## src/rtl/riscv_test_monitor.sv

```systemverilog
// End-of-test monitor for a RISC-V core: watches write-back to x3/x26/x27 and
// registers a pass/fail/timeout verdict once the test signals completion.
module riscv_test_monitor #(
    parameter int unsigned TIMEOUT_CYCLES = 5000,
    parameter int unsigned SETTLE_CYCLES  = 5
) (
    input  logic        clk,
    input  logic        rst,
    input  logic        we_i,
    input  logic [4:0]  waddr_i,
    input  logic [31:0] wdata_i,
    output logic        done_o,
    output logic        pass_o,
    output logic        fail_o,
    output logic        timeout_o,
    output logic [31:0] fail_inst_o,
    output logic [31:0] cycle_cnt_o,
    output logic [1:0]  state_o
);

    // done_o acts as a sticky valid: the verdict fields are stable from the
    // cycle done_o rises until reset; there is no ready, the consumer samples.
    typedef enum logic [1:0] {
        ST_RUN    = 2'd0,
        ST_SETTLE = 2'd1,
        ST_DONE   = 2'd2,
        ST_TMO    = 2'd3
    } state_t;

    localparam logic [31:0] TMO_LAST    = 32'(TIMEOUT_CYCLES - 1);
    localparam logic [31:0] SETTLE_LAST = 32'(SETTLE_CYCLES - 1);

    state_t      state_q;
    logic [31:0] s3_q, s26_q, s27_q;
    logic [31:0] cycle_cnt_q;
    logic [31:0] settle_cnt_q;
    logic        done_q, pass_q, fail_q, timeout_q;
    logic [31:0] fail_inst_q;

    always_ff @(posedge clk or negedge rst) begin
        if (!rst) begin
            state_q      <= ST_RUN;
            s3_q         <= '0;
            s26_q        <= '0;
            s27_q        <= '0;
            cycle_cnt_q  <= '0;
            settle_cnt_q <= '0;
            done_q       <= 1'b0;
            pass_q       <= 1'b0;
            fail_q       <= 1'b0;
            timeout_q    <= 1'b0;
            fail_inst_q  <= '0;
        end else begin
            // Shadows track write-back until a verdict is latched.
            if ((state_q == ST_RUN || state_q == ST_SETTLE) && we_i) begin
                case (waddr_i)
                    5'd3:    s3_q  <= wdata_i;
                    5'd26:   s26_q <= wdata_i;
                    5'd27:   s27_q <= wdata_i;
                    default: ;
                endcase
            end

            case (state_q)
                ST_RUN: begin
                    if (cycle_cnt_q != 32'hFFFF_FFFF) begin
                        cycle_cnt_q <= cycle_cnt_q + 32'd1;
                    end
                    if (s26_q == 32'h1) begin
                        state_q      <= ST_SETTLE;
                        settle_cnt_q <= '0;
                    end else if (cycle_cnt_q == TMO_LAST) begin
                        state_q     <= ST_TMO;
                        done_q      <= 1'b1;
                        timeout_q   <= 1'b1;
                        pass_q      <= 1'b0;
                        fail_q      <= 1'b0;
                        fail_inst_q <= s3_q;
                    end
                end
                ST_SETTLE: begin
                    if (settle_cnt_q == SETTLE_LAST) begin
                        state_q     <= ST_DONE;
                        done_q      <= 1'b1;
                        pass_q      <= (s27_q == 32'h1);
                        fail_q      <= (s27_q != 32'h1);
                        timeout_q   <= 1'b0;
                        fail_inst_q <= s3_q;
                    end else begin
                        settle_cnt_q <= settle_cnt_q + 32'd1;
                    end
                end
                default: ;
            endcase
        end
    end

    assign done_o      = done_q;
    assign pass_o      = pass_q;
    assign fail_o      = fail_q;
    assign timeout_o   = timeout_q;
    assign fail_inst_o = fail_inst_q;
    assign cycle_cnt_o = cycle_cnt_q;
    assign state_o     = state_q;

endmodule

```

## config.mk

```make
export PLATFORM = sky130hd
export DESIGN_NAME = riscv_test_monitor
export DESIGN_NICKNAME = d
export VERILOG_FILES = /design/src/rtl/riscv_test_monitor.sv
export SDC_FILE = /design/constraint.sdc
export NUM_CORES = 1
export LEC_CHECK = 0
export BUFFER_PORTS_ARGS = -buffer_cell sky130_fd_sc_hd__buf_4
export CORE_MARGIN = 2
export CORE_UTILIZATION = 58
export DETAILED_ROUTE_END_ITERATION = 6
export PLACE_DENSITY_LB_ADDON = 0.1
export SLEW_MARGIN = 20
export SYNTH_ARGS = -nofsm -noshare
export SYNTH_HDL_FRONTEND = slang
export SYNTH_SLANG_ARGS = --single-unit
```

## constraint.sdc

```tcl
create_clock -name clk -period 2.52 [get_ports clk]
set_input_delay 0.378 -clock clk [delete_from_list [all_inputs] [get_ports clk]]
set_output_delay 0.378 -clock clk [all_outputs]
set_load 0.02 [all_outputs]
```

==> impl_metrics.toml <==
[global_route]
grt_max_degree = 77
grt.busiest_layer = "met2"
antenna_found_initial = 0
met1_usage_pct = 33.0
met3_usage_pct = 5.69
track_usage_pct = 24.1
grt_pass1_vias = 5970
grt_pass1_wl_mm = 30.5
met2_usage_pct = 39.5
overflow = 0

[timing]
clock_skew_ns = 0.00959
setup_violations = 0
setup_tns_ns = 0
rsz0062_at_grt = "no"
period_minus_slack_ns = 2.33
slew_violations = 0
hold_viol = 0
period_share_pct = 92.6
max_slew_margin_pct = 57.7
fmax_ghz = 0.429
tightestPinTransition_ns = 0.635

[final_layout]
drive_above_1_share_pct = 37.5
antennaDiodeCount = 0
final_util_pct = 71.6
area_growth_pct = 21.5
num-nets-final = 850

[synth]
ys.warnings.count = 0
netlist_instances = 676
yosys.area.top_type = "dfrtp_1"
ys_seq_area_share_pct = 58.1
ys.flop_type = "dfrtp_1"
yosysUniqueCellTypes = 41
syn-mean-instance-area_um2 = 12.6
syn_area_um2 = 8530
async_flop_share_pct = 100
yosysMostFrequentCell = "dfrtp_1"
yosys-top-cells-count = "dfrtp_1, mux2_2, nor4_1"
synth-seq-cells = 198
synth_edf_count = 0
syn-num-nets = 719
synth_area_leaders = "dfrtp_1, mux2_2, xor2_1, nor4_1, nand3_1"
synth_top_area_share_pct = 58.1

[min_path]
hold_class = "in -> reg"

[floorplan]
io_pins = 110
die_w_um = 125
rows = 44
die_h_um = 125
die_area_um2 = 15700
coreArea_um2 = 14500
initial_core_util_pct = 58.9

[pwr]
power_density_nw_per_um2 = 891
leakagePower_nw = 5.01
irDropWorstVdd_mv = 0.703

[routing]
vias = 5866
dr.first_iter.drc_count = 395
wl_per_cell_um = 17.9
first_pass_iters = 4
viasPerCell = 5.85
postRouteAntennaNets = 0
drc = 0
totalWireLength_mm = 17.9

[cts]
cts_tree = "yes"
clk_path_buf_depth = 2
cts.sinks = 198
cts-hold-fix-buffers = 1
clk_pin_slew_ns = 0.07
clk_latency_ns = 0.42
cts_setup_buffers = 0
cts_made_buffers = 17
cts-resized-gates = 0
root_buffer = "clkbuf_16"
htreeDepth = 4

[worst_setup_path]
critical_path_required_ns = 2.87
path_class = "reg -> reg"
cp_max_fo = 7
cp-start-kind = "flop"
worstPathArrival_ns = 2.68
worstSetupEndpointType = "flop"

[place]
place_congestion = 0.867
dpl.hpwl_mm = 12.6
io_buffers = 109

[flow_run]
drv_cap = 0

[run_status]
status = "completed"
path summary, 6_finish.rpt:
kind / from / endpoint / slack [ns] / cells after the start
hold / removal: wdata_i[22] / s27_q[22] / 0.21 / 2
min in group asynchronous: rst / settle_cnt_q[19] / 0.53 / 2
setup / recovery: cycle_cnt_o[6] / cycle_cnt_o[30] / 0.19 / 5
max in group asynchronous: rst / s3_q[7] / 1.27 / 3
hold reg to reg: done_o / done_o / 0.47 / 1
setup reg to reg: cycle_cnt_o[6] / cycle_cnt_o[30] / 0.19 / 5
registers in the layout, indices dropped and copies added (netlist names), 2 cells and up:
name,flops
cycle_cnt_o,32
fail_inst_o,32
s26_q,32
s27_q,32
s3_q,32
settle_cnt_q,32
state_o,2
per-layer routing:
| metal | share of wire, % | vias up |
|---|---|---|
| met4 | 0.92 | 0 |
| met3 | 4.5 | 12 |
| met1 | 43 | 2983 |
| met5 | 0 | - |
| met2 | 51 | 117 |
| li1 | - | 2754 |
cells by family (layout without fill, tap and decap cells):
family / after synthesis / count (layout) / share of synthesized area [%]
compound gates: 64 / 64 / 4.85
xor+xnor: 38 / 38 / 3.90
fa+ha+maj: 3 / 3 / 0.440
buf+inv: 43 / 186 / 2.01
flops: 198 / 198 / 58.1
mux: 131 / 131 / 17.3
simple gates: 199 / 199 / 13.5
cells in the final DEF, fill, tap and decap left out, drive strengths merged, types with 5 or more instances in the layout:
master  instances
a21oi          22
and3            8
and4            6
buf           138
clkbuf         20
dfrtp         198
inv            19
mux2          129
nand2          23
nand3          25
nand4          19
nor2           21
nor3           23
nor4           33
nor4b           5
o211ai          5
o21a            6
o21ai          11
o31ai          11
or3            10
or4            13
xnor2           9
xor2           29
stage by stage:
step / total power [mW] / worst slack [ns] / std cells / hold WS, ns / cell area, um2
3_5_place_dp: 6.60 / 0.202 / 971 / 0.454 / 9760
6_report: 9.24 / 0.187 / 1003 / 0.206 / 10400
4_1_cts: 9.33 / 0.185 / 1003 / 0.190 / 10400
3_3_place_gp: 6.49 / 0.225 / 971 / 0.449 / 9760
5_1_grt: 9.70 / 0.0328 / 1003 / 0.185 / 10400
2_1_floorplan: 5.58 / 0.196 / 676 / 0.0824 / 8530
cell type report:
| class | instances | area (um2) |
|---|---|---|
| tap | 184 | 230 |
| sequential | 198 | 4950 |
| multi-input combinational | 435 | 3420 |
| clock buffer | 19 | 453 |
| inverter | 15 | 56.3 |
| clock inverter | 12 | 144 |
| fill | 1025 | 4110 |
| timing repair buffer | 140 | 1110 |
power breakdown:
group,internal (mW),leakage (nW),switching (mW)
Sequential,3.89,2.66,0.428
Combinational,1.12,2.06,1.08
Clock,1.53,0.291,1.19
critical path: stages (launching register included):
cell and delay (ns):
dfrtp_1 0.47, nand4_2 0.20, or4_1 0.59, or4b_1 0.67
nor3_2 0.17, xor2_1 0.16
(Power assumes the default switching activity.)
